[src/rtl/vgafb_burst_fetch.sv]
// Framebuffer fetch: 4x64 FML read bursts into a FWFT FIFO, unpacked to RGB565 pixels.
// Optional underrun statistics counter enabled by defining VGAFB_BURST_FETCH_STATS_EN.
module vgafb_burst_fetch #(
    parameter int fml_depth = 26,
    parameter int fifo_aw   = 4
) (
    input  logic                 sys_clk,
    input  logic                 sys_rst_n,
    input  logic                 vga_rst,
    input  logic [17:0]          nbursts,
    input  logic [fml_depth-1:0] baseaddress,
    output logic                 baseaddress_ack,
    output logic [fml_depth-1:0] fml_adr,
    output logic                 fml_stb,
    input  logic                 fml_ack,
    input  logic [63:0]          fml_di,
    output logic                 pixel_valid,
    output logic [15:0]          pixel,
    input  logic                 pixel_ack,
    output logic [15:0]          underrun_count
);
    localparam int DEPTH = 1 << fifo_aw;

    typedef enum logic [2:0] {S_IDLE, S_WAIT, S_REQ, S_DATA, S_DRAIN} state_t;

    state_t               state_q, state_d;
    logic [fml_depth-1:0] fml_adr_q, fml_adr_d;
    logic                 fml_stb_q, fml_stb_d;
    logic                 base_ack_q, base_ack_d;
    logic [17:0]          burst_q, burst_d;
    logic [1:0]           beat_q, beat_d;
    logic [fifo_aw-1:0]   wr_ptr_q, wr_ptr_d, rd_ptr_q, rd_ptr_d;
    logic [fifo_aw:0]     count_q, count_d;
    logic [1:0]           sub_q, sub_d;
    logic [63:0]          mem_q [DEPTH];

    logic                 wr_en, pop, frame_end;
    logic [fifo_aw:0]     free_slots;
    logic [fml_depth-1:0] base_aligned;
    logic [63:0]          head;

    assign base_aligned = baseaddress & {{(fml_depth-5){1'b1}}, 5'b0};
    // WAIT is only entered once every beat of the previous burst is stored, so nothing is owed there.
    assign free_slots   = (fifo_aw+1)'(DEPTH) - count_q;
    assign frame_end    = (19'(burst_q) + 19'd1) >= 19'(nbursts);
    assign pixel_valid  = (count_q != '0);
    assign wr_en        = (state_q == S_DATA) && !vga_rst;
    assign pop          = pixel_valid && pixel_ack && (sub_q == 2'd3);
    assign head         = mem_q[rd_ptr_q];

    assign fml_adr         = fml_adr_q;
    assign fml_stb         = fml_stb_q;
    assign baseaddress_ack = base_ack_q;

    always_comb begin
        state_d    = state_q;
        fml_adr_d  = fml_adr_q;
        fml_stb_d  = fml_stb_q;
        base_ack_d = 1'b0;
        burst_d    = burst_q;
        beat_d     = beat_q;
        case (state_q)
            S_IDLE: begin
                if (!vga_rst && nbursts != '0) begin
                    fml_adr_d  = base_aligned;
                    base_ack_d = 1'b1;
                    burst_d    = '0;
                    state_d    = S_WAIT;
                end
            end
            S_WAIT: begin
                if (vga_rst) begin
                    state_d = S_IDLE;
                end else if (free_slots >= (fifo_aw+1)'(4)) begin
                    fml_stb_d = 1'b1;
                    state_d   = S_REQ;
                end
            end
            S_REQ: begin
                // An accepted burst must still be drained even if a restart arrives with the ack.
                if (fml_ack) begin
                    fml_stb_d = 1'b0;
                    beat_d    = 2'd0;
                    state_d   = vga_rst ? S_DRAIN : S_DATA;
                end else if (vga_rst) begin
                    fml_stb_d = 1'b0;
                    state_d   = S_IDLE;
                end
            end
            S_DATA: begin
                beat_d = beat_q + 2'd1;
                if (vga_rst) begin
                    state_d = (beat_q == 2'd3) ? S_IDLE : S_DRAIN;
                end else if (beat_q == 2'd3) begin
                    state_d = S_WAIT;
                    if (frame_end) begin
                        burst_d    = '0;
                        fml_adr_d  = base_aligned;
                        base_ack_d = 1'b1;
                        if (nbursts == '0) begin
                            base_ack_d = 1'b0;
                            state_d    = S_IDLE;
                        end
                    end else begin
                        burst_d   = burst_q + 18'd1;
                        fml_adr_d = fml_adr_q + fml_depth'(32);
                    end
                end
            end
            S_DRAIN: begin
                beat_d = beat_q + 2'd1;
                if (beat_q == 2'd3) state_d = S_IDLE;
            end
            default: state_d = S_IDLE;
        endcase
        if (vga_rst) burst_d = '0;
    end

    always_comb begin
        wr_ptr_d = wr_ptr_q;
        rd_ptr_d = rd_ptr_q;
        count_d  = count_q;
        sub_d    = sub_q;
        if (vga_rst) begin
            wr_ptr_d = '0;
            rd_ptr_d = '0;
            count_d  = '0;
            sub_d    = '0;
        end else begin
            if (pixel_valid && pixel_ack) sub_d = sub_q + 2'd1;
            if (wr_en) wr_ptr_d = wr_ptr_q + fifo_aw'(1);
            if (pop)   rd_ptr_d = rd_ptr_q + fifo_aw'(1);
            count_d = count_q + (fifo_aw+1)'(wr_en) - (fifo_aw+1)'(pop);
        end
    end

    // Big-endian unpack: the most significant halfword is shown first.
    always_comb begin
        pixel = head[63:48];
        case (sub_q)
            2'd0:    pixel = head[63:48];
            2'd1:    pixel = head[47:32];
            2'd2:    pixel = head[31:16];
            default: pixel = head[15:0];
        endcase
    end

    always_ff @(posedge sys_clk or negedge sys_rst_n) begin
        if (!sys_rst_n) begin
            state_q    <= S_IDLE;
            fml_adr_q  <= '0;
            fml_stb_q  <= 1'b0;
            base_ack_q <= 1'b0;
            burst_q    <= '0;
            beat_q     <= '0;
            wr_ptr_q   <= '0;
            rd_ptr_q   <= '0;
            count_q    <= '0;
            sub_q      <= '0;
        end else begin
            state_q    <= state_d;
            fml_adr_q  <= fml_adr_d;
            fml_stb_q  <= fml_stb_d;
            base_ack_q <= base_ack_d;
            burst_q    <= burst_d;
            beat_q     <= beat_d;
            wr_ptr_q   <= wr_ptr_d;
            rd_ptr_q   <= rd_ptr_d;
            count_q    <= count_d;
            sub_q      <= sub_d;
        end
    end

    always_ff @(posedge sys_clk) begin
        if (wr_en) mem_q[wr_ptr_q] <= fml_di;
    end

    fifo_no_overflow: assert property (@(posedge sys_clk) disable iff (!sys_rst_n)
        !(wr_en && (count_q == (fifo_aw+1)'(DEPTH)) && !pop));

`ifdef VGAFB_BURST_FETCH_STATS_EN
    logic        written_q, written_d;
    logic [15:0] underrun_q, underrun_d;

    always_comb begin
        written_d  = written_q;
        underrun_d = underrun_q;
        if (vga_rst) begin
            written_d  = 1'b0;
            underrun_d = '0;
        end else begin
            if (wr_en) written_d = 1'b1;
            if (!pixel_valid && written_q && underrun_q != 16'hFFFF) underrun_d = underrun_q + 16'd1;
        end
    end

    always_ff @(posedge sys_clk or negedge sys_rst_n) begin
        if (!sys_rst_n) begin
            written_q  <= 1'b0;
            underrun_q <= '0;
        end else begin
            written_q  <= written_d;
            underrun_q <= underrun_d;
        end
    end

    assign underrun_count = underrun_q;
`else
    assign underrun_count = '0;
`endif

endmodule

[config.mk]
export PLATFORM = sky130hd
export DESIGN_NAME = vgafb_burst_fetch
export DESIGN_NICKNAME = d
export VERILOG_FILES = /design/src/rtl/vgafb_burst_fetch.sv
export SDC_FILE = /design/constraint.sdc
export NUM_CORES = 1
export LEC_CHECK = 0
export ABC_AREA = 1
export CAP_MARGIN = 20
export CORE_MARGIN = 1
export CORE_UTILIZATION = 35
export CTS_CLUSTER_DIAMETER = 120
export DETAILED_ROUTE_END_ITERATION = 10
export DONT_BUFFER_PORTS = 1
export PLACE_DENSITY = 0.46
export SETUP_SLACK_MARGIN = 0.5
export SLEW_MARGIN = 5
export SYNTH_ARGS = -nofsm -noshare
export SYNTH_HDL_FRONTEND = slang
export SYNTH_SLANG_ARGS = --single-unit
export TNS_END_PERCENT = 100
[constraint.sdc]
create_clock -name sys_clk -period 9.4 [get_ports sys_clk]
set_input_delay 2.82 -clock sys_clk [delete_from_list [all_inputs] [get_ports sys_clk]]
set_output_delay 2.82 -clock sys_clk [all_outputs]
set_load 0.005 [all_outputs]
==> run metrics, run 1 <==
Reg2Reg Depth=17; # hold bufs at CTS=0; #FFs+latches synth=1085; I/O pin total=174; setup_tns=0 ns; initial antenna violation count=1; yosys warns=0; CP endpoint kind=output pin; Die ar.=132000 sq um; clock root buffer=clkbuf_16; Tcrit/Tclk final=76.4%; max-cap viol count=0; peak fanout along the critical path=191; Crit path required time=6.58 ns; Placed Cells=5484; Post CTS Setup Buffer Count=0; Resized cells post-CTS=0; RSZ-0062 raised after global routing=false; combinational share of power=4.7%; Worst Clk Skew=0.0400 ns; sequential power share=52.3%; H-tree lvl count=3; mapped cell area=45800 sq um; LEAKAGE=17.8 nW; maximum cell stage delay along the critical path=0.77 ns; cell depth of the worst hold path=1; most frequent cells after synthesis=edfxtp_1, nor2_1, nand2_1; layout cells sized above 1=6.49%; Remaining DRCs=0; arrival time at the worst endpoint=4.36 ns; final worst slack=2.22 ns; Util after Layout=39.3%; pin count of the biggest net entering global routing=192; Synth Instances=3918; total grt overflow=0; antenna-violating nets left=0; vias in the first global route=28300; Netlist cell types=45; Synth Flop Type=edfxtp_1; post-synthesis sequential area ratio=70.5%; Nets=4017; Port Buf Inserts=0; Net Sw Frac=22.9%; min Tclk post-route=7.18 ns; Worst-Skew Late Latency=0.76 ns; row cnt=132; Num CTS Buffers=120; top-count cell post-synth=edfxtp_1; Synth area leaders=edfxtp_1, nor2_1, o21ai_0; Psw=2.40 mW; ANT cells=0; worst hold slack=0.496 ns; Hold Path Class=reg -> reg; Placement Setup Slack=3.03 ns; Critical Path Most Common Cell=nand2_1; final setup vio count=0; Worst setup SP type=register; area share of the largest cell type after synthesis=67.1%; Chip Width=364 um; Post-Layout Cell Count=5704; Clock power frac=43.0%; Detailed Place HPWL=64400 um; Critical-path top delay cell=dfrtp_4; power per cell area=206 nW/um^2; via count=29000; Avg Cell Area, Syn=11.7 sq um; Core Region=130000 sq um; clock sink count=1085; outcome=completed; Peak VDD IR=162 uV; Yosys top cell by area=edfxtp_1; die height=364 um; Max transition margin=28.9%; WL/cell=22.9 um; Via-to-Cell Ratio=5.09; EDFF count, synth=1024; DR pass1 iterations=6; fmax=139 MHz; routed wire length=131000 um; area delta synth->final=11.3%; Reg clk slew, reported paths=0.06 ns; kind of critical path=reg -> out; total track usage=19.6%; max-slew violation count=0; Initial Util=35.3%; global-route wire length before repair=191000 um; Tightest Pin Transition=1.07 ns; Int Power=8.08 mW; Max Buffers Root-to-Sink=3; Async SR Flop Fraction=5.62%; CTS tree=built; Iter 0 DRT Violations=2140; Placer Congestion=0.797; crit-path cells=inv_16 > buf_4 > o21ai_0 > o211ai_1 > nand3_1 > nand2_1 > nand2_1 > nand2_1 > nor2_1 > nor2_1; Final Hold Fails=0
-- area by class of cell --
| cell class | count | area (sq um) |
|---|---|---|
| inverters | 149 | 591 |
| fillers | 12400 | 78700 |
| clock inverters | 77 | 652 |
| flip-flops and latches | 1085 | 32300 |
| multi-input cells | 2449 | 11600 |
| well taps | 1742 | 2180 |
| repair buffers | 59 | 551 |
| clock buffers | 143 | 3090 |
-- worst paths after layout --
path	startpoint	end	slack (ns)
max	rd_ptr_q[0]$_DFFE_PN0P_	pixel[1]	2.22
min in group asynchronous	sys_rst_n	fml_adr[24]$_DFFE_PN0P_	1.78
min reg2reg	beat_q[0]$_DFFE_PN0P_	beat_q[0]$_DFFE_PN0P_	0.50
max reg2reg	burst_q[0]$_DFFE_PN0P_	burst_q[12]$_DFFE_PN0P_	5.41
min	beat_q[0]$_DFFE_PN0P_	beat_q[0]$_DFFE_PN0P_	0.50
max in group asynchronous	sys_rst_n	rd_ptr_q[1]$_DFFE_PN0P_	7.49
-- sequential cells by signal (all words and copies together) (netlist names) --
| name | count |
|---|---|
| mem_q | 1024 |
| fml_adr | 21 |
| burst_q | 18 |
| count_q | 5 |
| rd_ptr_q | 4 |
| wr_ptr_q | 4 |
| state_q | 3 |
| beat_q | 2 |
| sub_q | 2 |
| baseaddress_ack | 1 |
| fml_stb | 1 |
-- power by group through the flow --
stage	Sequential [mW]	Combinational, mW	Clock (mW)
finish	5.48	0.492	4.51
CTS	5.48	0.498	4.62
detailed placement	5.58	0.496	0
global placement	5.58	0.494	0
floorplan	5.55	0.362	0
global route	5.50	0.565	4.78
-- logic make-up (layout without fill, tap and decap cells) --
kind of cell	Yosys count	after routing	share of synthesized area [%]
AO/OA/AOI/OAI	706	706	8.66
AND/OR/NAND/NOR	1649	1649	14.6
XOR/XNOR	33	33	0.631
other	1	21	0.00819
buffers and inverters	404	428	4.52
flip-flops	1085	1085	70.5
adder cells (fa/ha/maj)	40	40	1.11
-- through the flow --
stage | instance area [sq um] | total power, mW
5_1_grt | 51000 | 10.8
3_5_place_dp | 47200 | 6.08
2_1_floorplan | 45900 | 5.91
3_3_place_gp | 47200 | 6.08
4_1_cts | 51000 | 10.6
6_report | 51000 | 10.5
-- worst max-delay path, delay by kind of cell (launching register included) --
kind	cells	cell delay, ns
buffers and inverters	2	1.25
AO/OA/AOI/OAI	2	0.31
AND/OR/NAND/NOR	6	1.06
flip-flops	1	0.77
-- metal layers --
metal / track usage, % / vias up / share of wire, %
li1: - / 13700 / -
met1: 26.2 / 14400 / 45
met2: 32.0 / 675 / 46
met3: 4.27 / 204 / 5.8
met4: 5.72 / 0 / 2.6
met5: 0 / - / 0
-- cells in the final DEF, fill, tap and decap left out, types with 3 or more instances in the layout --
master | netlist | routed
o221ai_1 | 60 | 60
dfrtp_4 | 0 | 4
buf_12 | 3 | 7
bufinv_16 | 0 | 8
o21ai_0 | 321 | 321
xnor2_1 | 8 | 8
nand4_1 | 26 | 26
clkbuf_16 | 0 | 120
nor2_1 | 903 | 898
nor4_1 | 3 | 3
ha_1 | 39 | 39
clkinvlp_4 | 0 | 3
inv_6 | 1 | 4
nor3_1 | 17 | 6
nand3_1 | 280 | 280
nor2_4 | 1 | 6
xor2_1 | 25 | 25
inv_2 | 4 | 3
nand2_1 | 408 | 408
inv_1 | 143 | 142
buf_4 | 39 | 51
clkinv_2 | 0 | 25
o21ai_1 | 208 | 208
clkinv_16 | 0 | 3
o22ai_1 | 3 | 3
conb_1 | 1 | 21
o211ai_1 | 71 | 71
a21oi_1 | 33 | 33
clkbuf_1 | 107 | 23
edfxtp_1 | 1024 | 1024
nand3b_1 | 4 | 4
dfrtp_1 | 61 | 57
o21bai_1 | 4 | 4
nor3_2 | 1 | 12
clkinv_1 | 1 | 34
No activity file was read; power rests on OpenSTA's default activity.
==> run 2: changes to the inputs <==
PLACE_DENSITY = 0.48   (was 0.46)
clock period = 6 ns   (was 9.4 ns; I/O delays follow)
==> run 2 against run 1 <==
  * First-iteration DRC count rose by 3.5%
  * Routed wire length barely moved
  * Clock power rose by 51%
  * Sequential power rose by 57%
  * Via count rose by 1.1%
  * Count of clock-buffer cells in the layout rose by 8
  * Final cell count rose by 0.39%
==> run metrics, run 2 (synthesis results as in run 1) <==
clock root buffer=clkbuf_16; CP endpoint kind=output pin; Chip Width=364 um (unchanged); max-slew violation count=0 (unchanged); Nets=4037 (+0.50%); area delta synth->final=11.8%; ANT cells=0 (unchanged); Detailed Place HPWL=66600 um (+3.4%); Num CTS Buffers=118 (-1.7%); pin count of the biggest net entering global routing=121 (-37%); # hold bufs at CTS=0 (unchanged); min Tclk post-route=5.43 ns; antenna-violating nets left=0 (unchanged); Remaining DRCs=0 (unchanged); Port Buf Inserts=0 (unchanged); r2r endpoint=fml_adr[23]$_DFFE_PN0P_; LEAKAGE=17.9 nW (+0.54%); kind of critical path=reg -> out; via count=29400 (+1.1%); Reg2Reg Depth=17 (unchanged); vias in the first global route=28300 (-0.053%); RSZ-0062 raised after global routing=true; Max Buffers Root-to-Sink=3 (unchanged); layout cells sized above 1=6.70% (+0.22 points); H-tree lvl count=3 (unchanged); Worst Clk Skew=0.0548 ns (+0.0148 ns); initial antenna violation count=1 (unchanged); Tcrit/Tclk final=90.5%; clock sink count=1085 (unchanged); peak fanout along the critical path=111 (-42%); routed wire length=131000 um (about the same); Core Region=130000 sq um (unchanged); max-cap viol count=0 (unchanged); Post-Layout Cell Count=5726 (+0.39%); Worst Setup SP=rd_ptr_q[0]$_DFFE_PN0P_; final setup vio count=0 (unchanged); Tightest Pin Transition=1.08 ns (+0.0121 ns); Overall Power=16.2 mW (+54%); Top reg by flops=mem_q; Hold Path Class=reg -> reg; WL/cell=22.8 um (-0.34%); total grt overflow=0 (unchanged); die height=364 um (unchanged); Worst setup SP type=register; Max transition margin=28.1% (-0.80 points); most frequent cells in the layout=edfxtp_1, nor2_1, nand2_1; max reg flops=1024 (unchanged); Via-to-Cell Ratio=5.13 (+0.75%); CTS tree=built; outcome=completed; Iter 0 DRT Violations=2215 (+3.5%); Die ar.=132000 sq um (unchanged); I/O pin total=174 (unchanged); Initial Util=35.3% (unchanged); power per cell area=315 nW/um^2 (+53%); Placed Cells=5503 (+0.35%); DR pass1 iterations=5 (-1); fmax=184 MHz; hold path start=burst_q[3]$_DFFE_PN0P_; CP endpoint=pixel[2]; commonest non-fill, non-tap cell in the layout=edfxtp_1; Worst-Skew Late Latency=0.75 ns (about the same); FF-to-FF Start=burst_q[0]$_DFFE_PN0P_; total track usage=19.6% (about the same); Placer Congestion=0.806 (+1.2%); slack of the worst reg-to-reg path=2.38 ns (-3.03 ns); arrival time at the worst endpoint=3.63 ns (-0.73 ns); Crit path required time=4.20 ns (-2.38 ns); Peak VDD IR=267 uV (+65%); row cnt=132 (unchanged); Final Hold Fails=0 (unchanged); global-route wire length before repair=191000 um (+0.13%); Reg clk slew, reported paths=0.06 ns (about the same)
[run 2: cell types whose count changed in the layout (fill, tap and decap cells not counted), sizes merged]
cell      change
clkinvlp      -1
inv           -2
bufinv        -4
buf          +21
clkbuf        +8
[run 2: how the worst min path moves through the flow]
stage	to	depth (start not counted)
after floorplan	beat_q[0]$_DFFE_PN0P_	1
after global placement	beat_q[0]$_DFFE_PN0P_	1
after detailed placement	beat_q[1]$_DFFE_PN0P_	2
after CTS	burst_q[3]$_DFFE_PN0P_	2
after global routing	beat_q[1]$_DFFE_PN0P_	2
final	burst_q[3]$_DFFE_PN0P_	2
[run 2: per-layer routing]
metal	share of wire (%)	track usage (%)	wire, um
met5	0	0	0
met4	1.9	4.31	2440
met3	5.4	4.24	7030
met2	48	32.9	62800
met1	45	26.0	58400
[run 2: final cells by class]
type                    count  area, sq um
fillers                 12400        78400
flip-flops and latches   1085        32300
multi-input cells        2449        11600
clock buffers             151         3120
well taps                1742         2180
repair buffers             80          893
inverters                 149          596
clock inverters            69          473
repair inverters            1         17.5
[run 2: repair_timing]
item,CTS,global route
endpoints found under the setup margin,13,7
resized for setup,3,6
buffers inserted,2,0
gates cloned,1,0
[run 2: power breakdown]
part           switching [mW]  internal (mW)  total, mW
sequential              0.167           8.42       8.59
combinational           0.531          0.242      0.773
clock                    3.00           3.79       6.79
total                    3.70           12.5       16.2
[run 2: critical path, cell delays in order (launching register included)]
cell      delay, ns
dfrtp_4        0.68
bufinv_8       0.73
o21ai_1        0.17
nand3_1        0.12
nand3_1        0.10
nand2_1        0.11
nand2_1        0.06
nand2_1        0.25
nor2_1         0.07
nor2_1         0.45
[run 2: metrics by stage]
stage	setup slack [ns]	area (sq um)	hold slack, ns	setup TNS [ns]	utilization [%]
detailed placement	1.08	47500	0.495	0	36.7
global route	0.428	51200	0.540	0	39.5
finish	0.572	51200	0.506	0	39.5
global placement	1.06	47500	0.487	0	36.7
floorplan	-1.20	45900	0.464	-603.83	-
CTS	0.522	51200	0.516	0	39.5
